### src/rtl/fpu_pkg.sv
// Shared FPU definitions: sequencer states, IEEE-754 single constants and the
// reciprocal seed table used by the Newton-Raphson reciprocal unit.
package fpu_pkg;

    typedef enum logic [2:0] {
        S_IDLE,
        S_SEED,
        S_MUL_T,
        S_MUL_X,
        S_PACK
    } nr_state_t;

    localparam int          BIAS     = 127;
    localparam logic [31:0] QNAN     = 32'h7FC0_0000;
    localparam logic [7:0]  EXP_INF  = 8'hFF;
    localparam logic [7:0]  EXP_ZERO = 8'h00;

    // Entry i ~= 256 / (1 + (i + 0.5)/16): 1/m at the centre of each m-bucket, as 0.xxxxxxxx.
    localparam logic [15:0][7:0] SEED_TABLE = {
        8'd130, 8'd134, 8'd139, 8'd144, 8'd149, 8'd155, 8'd161, 8'd167,
        8'd174, 8'd182, 8'd191, 8'd200, 8'd210, 8'd221, 8'd234, 8'd248
    };

endpackage

### src/rtl/fpu_nr_seed_lut.sv
// Combinational seed lookup: top four fraction bits -> 8-bit approximation of 1/m.
module fpu_nr_seed_lut
    import fpu_pkg::*;
(
    input  logic [3:0] idx,
    output logic [7:0] seed
);

    assign seed = SEED_TABLE[idx];

endmodule

### src/rtl/fpu_nr_reciprocal.sv
// Single-precision reciprocal by Newton-Raphson on a shared 32x32 multiplier.
// Fixed latency of 2*NR_ITERS+2 cycles regardless of operand class.
module fpu_nr_reciprocal
    import fpu_pkg::*;
#(
    parameter int NR_ITERS = 3
) (
    input  logic        clk,
    input  logic        rst,
    input  logic        start,
    input  logic [31:0] divisor,
    output logic        busy,
    output logic        done,
    output logic [31:0] recip,
    output logic        dz,
    output logic        nv
);

    nr_state_t   state, state_nxt;
    logic [2:0]  iter_q;
    logic [31:0] div_q, x_q, t_q, recip_q;
    logic        dz_q, nv_q;
    logic [7:0]  seed;
    logic [31:0] m_val, mul_a, mul_b, mul_q;
    logic [63:0] prod;
    logic [31:0] pack_res;
    logic        pack_dz, pack_nv;
    logic [22:0] pack_mant;
    int          pack_exp;

    fpu_nr_seed_lut u_seed (
        .idx  (div_q[22:19]),
        .seed (seed)
    );

    // NOTE: every always_comb output gets a default first so no path can leave it unassigned (no latches).
    always_comb begin
        state_nxt = state;
        busy      = 1'b0;
        done      = 1'b0;
        case (state)
            S_IDLE:  state_nxt = start ? S_SEED : S_IDLE;
            S_SEED:  begin busy = 1'b1; state_nxt = S_MUL_T; end
            S_MUL_T: begin busy = 1'b1; state_nxt = S_MUL_X; end
            S_MUL_X: begin
                busy      = 1'b1;
                state_nxt = (int'(iter_q) + 1 < NR_ITERS) ? S_MUL_T : S_PACK;
            end
            // PACK is the done cycle and is already idle, so a new start is taken here.
            S_PACK:  begin done = 1'b1; state_nxt = start ? S_SEED : S_IDLE; end
            default: state_nxt = S_IDLE;
        endcase
    end

    // NOTE: sequential state uses non-blocking assignments so all registers update from pre-edge values.
    always_ff @(posedge clk) begin
        if (rst) state <= S_IDLE;
        else     state <= state_nxt;
    end

    always_ff @(posedge clk) begin
        if (rst) begin
            iter_q  <= '0;
            recip_q <= '0;
            dz_q    <= 1'b0;
            nv_q    <= 1'b0;
        end else begin
            case (state)
                S_SEED:  iter_q <= '0;
                S_MUL_X: iter_q <= iter_q + 3'd1;
                S_PACK: begin
                    recip_q <= pack_res;
                    dz_q    <= pack_dz;
                    nv_q    <= pack_nv;
                end
                default: ;
            endcase
        end
    end

    // NOTE: operand and iterate registers carry no reset; they are always rewritten before being consumed.
    always_ff @(posedge clk) begin
        if (start && !busy)     div_q <= divisor;
        if (state == S_SEED)    x_q   <= {1'b0, seed, 23'h0};
        if (state == S_MUL_T)   t_q   <= mul_q;
        if (state == S_MUL_X)   x_q   <= mul_q;
    end

    // m = 1.f in Q1.31; 2 - t wraps naturally in 32 bits since t lies in (0, 2).
    assign m_val = {1'b1, div_q[22:0], 8'h00};

    always_comb begin
        mul_a = m_val;
        mul_b = x_q;
        if (state == S_MUL_X) begin
            mul_a = x_q;
            mul_b = 32'd0 - t_q;
        end
    end

    assign prod  = 64'(mul_a) * 64'(mul_b);
    assign mul_q = 32'(prod >> 31);

    always_comb begin
        pack_res  = '0;
        pack_dz   = 1'b0;
        pack_nv   = 1'b0;
        pack_mant = '0;
        pack_exp  = 0;
        if (div_q[30:23] == EXP_INF) begin
            if (div_q[22:0] != '0) begin
                pack_res = QNAN;
                pack_nv  = 1'b1;
            end else begin
                pack_res = {div_q[31], 31'h0};
            end
        end else if (div_q[30:23] == EXP_ZERO) begin
            pack_res = {div_q[31], EXP_INF, 23'h0};
            pack_dz  = 1'b1;
        end else begin
            if (div_q[22:0] == '0) begin
                pack_exp = 2 * BIAS - int'(div_q[30:23]);
            end else begin
                // x sits in (0.5,1): the bit below its leading one starts the mantissa.
                pack_exp  = 2 * BIAS - 1 - int'(div_q[30:23]);
                pack_mant = 23'(x_q >> 7);
            end
            if (pack_exp <= 0) pack_res = {div_q[31], 31'h0};
            else               pack_res = {div_q[31], 8'(pack_exp), pack_mant};
        end
    end

    assign recip = (state == S_PACK) ? pack_res : recip_q;
    assign dz    = (state == S_PACK) ? pack_dz  : dz_q;
    assign nv    = (state == S_PACK) ? pack_nv  : nv_q;

endmodule
### config.mk
export PLATFORM = sky130hd
export DESIGN_NAME = fpu_nr_reciprocal
export DESIGN_NICKNAME = d
export VERILOG_FILES = /design/src/rtl/fpu_pkg.sv /design/src/rtl/fpu_nr_seed_lut.sv /design/src/rtl/fpu_nr_reciprocal.sv
export SDC_FILE = /design/constraint.sdc
export NUM_CORES = 2
export LEC_CHECK = 0
export CORE_UTILIZATION = 35
export DETAILED_ROUTE_END_ITERATION = 8
export PLACE_DENSITY_LB_ADDON = 0.12
export SLEW_MARGIN = 10
export SYNTH_ARGS = -nofsm -noshare
export SYNTH_HDL_FRONTEND = slang
export SYNTH_SLANG_ARGS = --single-unit
export TNS_END_PERCENT = 50
### constraint.sdc
create_clock -name clk -period 14.4 [get_ports clk]
set_clock_uncertainty 0.1 [all_clocks]
set_input_delay 2.16 -clock clk [delete_from_list [all_inputs] [get_ports clk]]
set_output_delay 2.16 -clock clk [all_outputs]
set_load 0.005 [all_outputs]
## Yosys cells after proc, flatten, opt, wreduce, memory -nomap -nowiden

Memories as Yosys holds them, arrays and structs flattened. A register that Yosys moved wholly into a read port is not among the register bits.
Cells that the tools add are included.

- Add/subtract/negate cells: 5
- Multiply operators: 1
- Divide/modulo/power cells: 0
- Order comparisons: 3
- Equality and inequality tests: 5
- Shifts and indexed selects: 0
- Mux-type cells: 27
- Bitwise operators: 0
- Reductions and logical operators: 9

Operators by type and width:

| kind | count |
|---|---|
| 32-bit two-way mux | 10 |
| 32-bit by 32-bit multiplier with 63-bit output | 1 |
| 31-bit two-way mux | 2 |
| 32-bit by 1-bit <= comparator with 1-bit output (second input constant) | 1 |
| 1-bit by 32-bit subtractor with 32-bit output (first input constant) | 1 |
| 23-bit zero test | 1 |
| 23-bit two-way mux | 1 |
| 23-bit nonzero test | 1 |
| 8-bit by 8-bit subtractor with 9-bit output (first input constant) | 2 |
| 3-bit case mux with 4 select lines | 1 |
| 1-bit two-way mux | 9 |
| 8-bit equality test (second input constant) | 1 |
| 8-bit zero test | 1 |
| 8-bit two-way mux | 1 |
| 3-bit by 2-bit equality test with 1-bit output (second input constant) | 2 |
| 3-bit case mux with 2 select lines | 1 |
| 4-bit by 5-bit < comparator with 1-bit output (second input constant) | 1 |
| 3-bit by 1-bit adder with 4-bit output (second input constant) | 1 |
| 4-bit by 2-bit < comparator with 1-bit output (second input constant) | 1 |
| 4-bit two-way mux | 1 |
| 3-bit by 1-bit adder with 3-bit output (second input constant) | 1 |
| 3-bit by 1-bit equality test with 1-bit output (second input constant) | 1 |
| 3-bit equality test (second input constant) | 1 |
| 3-bit zero test | 1 |
| 6 further kinds | 6 |

- Register bits: 136
- Latch bits: 0
- RAM bits: 0
- Bits in read-only memories: 128
- Output and inout port bits: 36
- Logic and storage cells: 59
- Memories: 1

Memories:

| memory | words | bits a word | rd ports | clocked after Yosys merged registers in | write ports | RTL line | source |
|---|---|---|---|---|---|---|---|
| (no name shown) | 16 | 8 | 1 | 1 | 0 | fpu_nr_seed_lut.sv:9 | `assign seed = SEED_TABLE[idx];` |

## Logic depth before layout (Yosys ltp)

- Word-level depth: 9
- Depth in mapped cells: 37

## By module

Synthesis repeated with hierarchy kept, for this count alone.

- Cells, all modules: 4340
- Area total of the unflattened synthesis: 38988.6 µm²

By module, submodules not included:

| module | instances | cells an instance | area each (µm²) | seq. area each (µm²) |
|---|---|---|---|---|
| fpu_nr_reciprocal | 1 | 4306 | 38737.2 | 3683.5 |
| fpu_nr_seed_lut | 1 | 34 | 251.5 | 0.0 |

## Worst setup path before layout

OpenSTA, ideal clock, no wires.

- Path type: register -> register
- Start point: register t_q[8]
- End point: register x_q[24], data pin
- Arrival time: 8820 ps
- Required time: 14040 ps
- Path slack: 5221 ps
- Cell stages (with the launch flop): 34
- Buffers on the path: 3
- Path through: edfxtp_1 > or4_4 > nor4_4 > nand4_1 > or2_1 > buf_2 > nor2_1 > xor2_1 > nor2_1 > a21o_1 > clkbuf_1 > nand2_1 > fa_1 > inv_1 > fa_1 > fa_1 > fa_1 > fa_1 > fa_1 > fa_1 > inv_1 > fa_1 > inv_1 > ha_1 > clkbuf_1 > a21o_1 > o21bai_1 > a221oi_1 > o21a_1 > o22a_1 > nand3_1 > o31ai_1 > xnor2_1 > mux2_2

- Cells in the longest elaborated chain, start to end: 4

Ends and longest elaborated chain:

| what | RTL line | source |
|---|---|---|
| from (decl) | fpu_nr_reciprocal.sv:21 | `logic [31:0] div_q, x_q, t_q, recip_q;` |
| from (signal assigned) | fpu_nr_reciprocal.sv:85 | `if (state == S_MUL_T) t_q <= mul_q;` |
| 1-bit by 32-bit subtractor with 32-bit output | fpu_nr_reciprocal.sv:97 | `mul_b = 32'd0 - t_q;` |
| 32-bit two-way mux | fpu_nr_reciprocal.sv:95 | `if (state == S_MUL_X) begin` |
| 32-bit by 32-bit multiplier with 63-bit output | fpu_nr_reciprocal.sv:101 | `assign prod = 64'(mul_a) * 64'(mul_b);` |
| via prod[55] | fpu_nr_reciprocal.sv:25 | `logic [63:0] prod;` |
| 32-bit two-way mux | fpu_nr_reciprocal.sv:86 | `if (state == S_MUL_X) x_q <= mul_q;` |
| to (signal assigned) | fpu_nr_reciprocal.sv:84 | `if (state == S_SEED) x_q <= {1'b0, seed, 23'h0};` |
| to (signal assigned) | fpu_nr_reciprocal.sv:86 |  |
| to (decl) | fpu_nr_reciprocal.sv:21 |  |

The timed path passes the listed nets, and every way through them passes these cells.
A chain may end at the register's enable or synchronous reset.

## Final worst setup path

- Start point: register t_q[2]
- End point: register x_q[18], data pin

The elaborated chain is that of the path after synthesis.

==> tab_implementation.tex <==
\begin{tabular}{lr}
\hline
Metric & Value \\
\hline
\multicolumn{2}{l}{\textbf{GRT}} \\
Overall Global Routing Usage & 26.51\% \\
Residual overflow from global routing & 0 \\
Initial antenna violation count & 12 \\
Number of global-route vias before repair & 31457 \\
First-pass GRT wire length & 215500 µm \\
Pin count of the biggest net entering global routing & 60 \\
\multicolumn{2}{l}{\textbf{Die}} \\
Number of cell rows & 122 \\
Die Outline Area & approximately 110000 µm² \\
IO Count & 71 \\
Die H & about 340 µm \\
Core area & 110500 µm² \\
Width of the die & 335.6 µm \\
Initial core utilization & roughly a third \\
\multicolumn{2}{l}{\textbf{Finish}} \\
FF+latch area & around 3800 µm² \\
Final Net Count & 5519 \\
Footprint of the multi-input gates & 30790 µm² \\
Share of cells above drive strength 1 & 4.729\% \\
Filler cells & 11584 \\
Layout overhead on the synthesized area & 8.219\% \\
\multicolumn{2}{l}{\textbf{Timing}} \\
Number of failing hold endpoints at the final stage & 0 \\
RSZ-0062 raised after global routing & no \\
Post-route setup TNS & 0 ns \\
Final Setup Violations & 0 \\
Worst-case headroom to the max-slew limit & 10.20\% \\
Period utilization & 76.48\% \\
Min Tclk post-route & between 10 and 15 ns \\
Highest clock rate & 90.80 MHz \\
Hold slack & 0.3676 ns \\
Actual transition at the worst max-transition pin & 1.342 ns \\
Max-slew violation total from the final report & 0 \\
\multicolumn{2}{l}{\textbf{Logic synthesis}} \\
Synthesized-area fraction occupied by adder cells & $\sim$55\% \\
Synthesized-area fraction occupied by ao, oa, aoi and oai cells & 5.547\% \\
Post-synthesis net count & $\sim$5500 \\
Ys flop type & sky130\_fd\_sc\_hd\_\_edfxtp\_1 \\
Dominant combinational cell family by area after synthesis & adder cells \\
Post-synth EDFFs & between 90 and 100 \\
XOR/XNOR share of the synthesized area & roughly 1.7\% \\
Netlist cell types & 84 \\
Portion of the post-synthesis area used by sequential elements & 9.815\% \\
Syn\_area\_per\_cell & 9.012 µm² \\
Cell Area, Synth & 38960 µm² \\
Yosys synthesis warning count & 0 \\
Synthesized flop and latch total & 143 \\
Mux contribution to synthesized area & 1.137\% \\
Number of instances in the synthesized netlist & between 4000 and 5000 \\
Proportion of synthesized flip-flops having asynchronous set or reset & 0\% \\
Simple-gate area share of the yosys netlist & 15.71\% \\
\multicolumn{2}{l}{\textbf{Worst setup path}} \\
Cell type of the slowest stage on the worst timing path & sky130\_fd\_sc\_hd\_\_a21oi\_1 \\
Gate family responsible for the most delay along the worst path & adder cells \\
Delay contributed by the slowest stage of the critical path & 0.78 ns \\
Data required time at the worst endpoint & 14.59 ns \\
Count of buffering cells on the critical path with inverters included & 5 \\
Category of the critical setup timing path & register to register \\
Maximum fanout along the worst path & 11 \\
Crit. End Element & register \\
Library cell appearing most often on the critical path & sky130\_fd\_sc\_hd\_\_fa\_1 \\
Signal arrival time at the worst endpoint & 11.21 ns \\
Kind of start point of the critical path & register \\
\multicolumn{2}{l}{\textbf{Drt}} \\
Initial DRT Pass Iterations & 6 \\
Via count & 29660 \\
Total length of routed met2 wires & 70330 µm \\
Highest routing layer actually used & met5 \\
Starting DRT DRC Count & 2195 \\
Detailed-route wire length on metal 1 & 62030 µm \\
Detail Route Antenna Nets & 0 \\
Number of remaining DRC errors & 0 \\
Vias per inst & 5.090 \\
Post-DR wirelength/cell & 24.94 µm \\
Met3 WL post-DR & about 8500 µm \\
Drt total wl & around 150000 µm \\
\multicolumn{2}{l}{\textbf{Clocking}} \\
Deepest level of the CTS H-tree & 4 \\
Post-CTS Setup Inserts & 0 \\
CTS clock-pin slew for the worst setup and hold paths & about 0.06 ns \\
Sinks on Clock Net & 143 \\
Deepest clock path buffer count & 2 \\
CTS buffer count & 17 \\
Post-cts repair resize count & 0 \\
TritonCTS clock tree & built \\
Number of buffers inserted for hold repair after clock tree synthesis & 0 \\
Root Buffer Master & sky130\_fd\_sc\_hd\_\_clkbuf\_16 \\
Clock latency on the worst-skew pair & 0.43 ns \\
\multicolumn{2}{l}{\textbf{Min path}} \\
Worst min-delay path category & register to register \\
\multicolumn{2}{l}{\textbf{Placed design}} \\
Detailed placement HPWL & between 100000 and 150000 µm \\
Gpl congestion & 0.9938 \\
Count of input and output buffers & 70 \\
\multicolumn{2}{l}{\textbf{Flow run}} \\
Max cap viols & 0 \\
\multicolumn{2}{l}{\textbf{Status}} \\
Outcome & completed \\
\hline
\end{tabular}
==> worst register-to-register path: cells and delay by family, from the launching register on <==
family	cells	cell delay [ns]
AOI/OAI and AO/OA	7	2.93
xor gates and xnor gates	1	0.42
adders and majority gates	9	4.32
buffers and inverters	5	0.58
DFF	1	0.47
and+or+nand+nor	6	2.04
==> area by class of cell <==
class | instances | share of cell area (%)
multi-input combinational | 3007 | 73.03
sequential | 143 | 9.070
inverter | 985 | 8.770
tap | 1488 | 4.416
timing repair buffer | 168 | 3.407
clock buffer | 26 | 1.214
clock inverter | 6 | 0.07419
antenna | 4 | 0.02374
==> sequential cells by signal (all words and copies together) (netlist names) <==
| register | count |
|---|---|
| iter_q | 3 |
| seed | 7 |
| state | 3 |
| dz_q | 1 |
| div_q | 32 |
| x_q | 32 |
| nv_q | 1 |
| recip_q | 32 |
| t_q | 32 |
==> cell usage in the layout, fill, tap and decap left out, types with 23 or more instances in the layout <==
cell type                           n
sky130_fd_sc_hd__ha_1             268
sky130_fd_sc_hd__o21ai_0           28
sky130_fd_sc_hd__nand2_1          701
sky130_fd_sc_hd__and2_1           119
sky130_fd_sc_hd__edfxtp_1          96
sky130_fd_sc_hd__inv_1            985
sky130_fd_sc_hd__nor2_1           435
sky130_fd_sc_hd__a21o_1            50
sky130_fd_sc_hd__nand3_1           23
sky130_fd_sc_hd__a21oi_1           75
sky130_fd_sc_hd__buf_4             98
sky130_fd_sc_hd__dfxtp_1           47
sky130_fd_sc_hd__a22o_1            45
sky130_fd_sc_hd__and3_1            28
sky130_fd_sc_hd__xor2_1            38
sky130_fd_sc_hd__xnor2_1           34
sky130_fd_sc_hd__clkdlybuf4s50_1   70
sky130_fd_sc_hd__fa_1             894
==> final timing paths <==
path                            cells after the start      end   start  slack, ns
worst max register to register                     28  x_q[18]  t_q[2]       3.39
worst max-delay path                               28  x_q[18]  t_q[2]       3.39
worst min register to register                      2     dz_q    dz_q       0.37
worst min-delay path                                2     dz_q    dz_q       0.37
==> layer usage <==
layer	vias to the layer above	global-route usage [%]
li1	12875	-
met1	15626	35.56
met5	-	0
met3	183	3.534
met4	4	7.277
met2	972	44.70
==> synth_stat cells (all sizes together), types with 12 or more instances <==
cell type | count | area, µm²
and2 | 120 | 753.2
nand3 | 23 | 115.1
a22o | 45 | 394.1
nand2 | 703 | 2639
fa | 894 | 17900
nor3 | 19 | 105.1
ha | 268 | 3353
mux2i | 34 | 352.8
nor2b | 16 | 107.6
nor2 | 439 | 1650
dfxtp | 47 | 940.9
a21oi | 85 | 474.2
edfxtp | 96 | 2883
o21ai | 40 | 204.0
buf | 30 | 183.9
inv | 985 | 3697
xnor2 | 35 | 314.1
a221o | 12 | 120.1
xor2 | 39 | 349.1
and3 | 28 | 175.2
nand4 | 20 | 140.1
nor4 | 22 | 158.9
a21o | 50 | 375.4
clkbuf | 158 | 613.1
==> through the flow <==
stage               utilization (%)  area, µm²  setup slack (ns)  instances
floorplan                         -      38960             5.221       4323
finish                        38.15      42160             3.387       5827
CTS                           38.14      42150             3.481       5823
detailed placement            37.65      41610             3.495       5791
global route                  38.14      42150             2.999       5824
global placement              37.65      41610             3.623       5791
==> cell families (layout without fill, tap and decap cells) <==
group,after synthesis,after routing
compound gates,304,304
xor+xnor,74,74
fa+ha+maj,1162,1162
buf+inv,1173,1185
flops,143,143
mux,42,42
other cells,0,4
simple gates,1425,1425
Power is left out: the tool's default activity adds up to more than one toggle a clock period on the data nets, which glitch-free logic cannot reach.
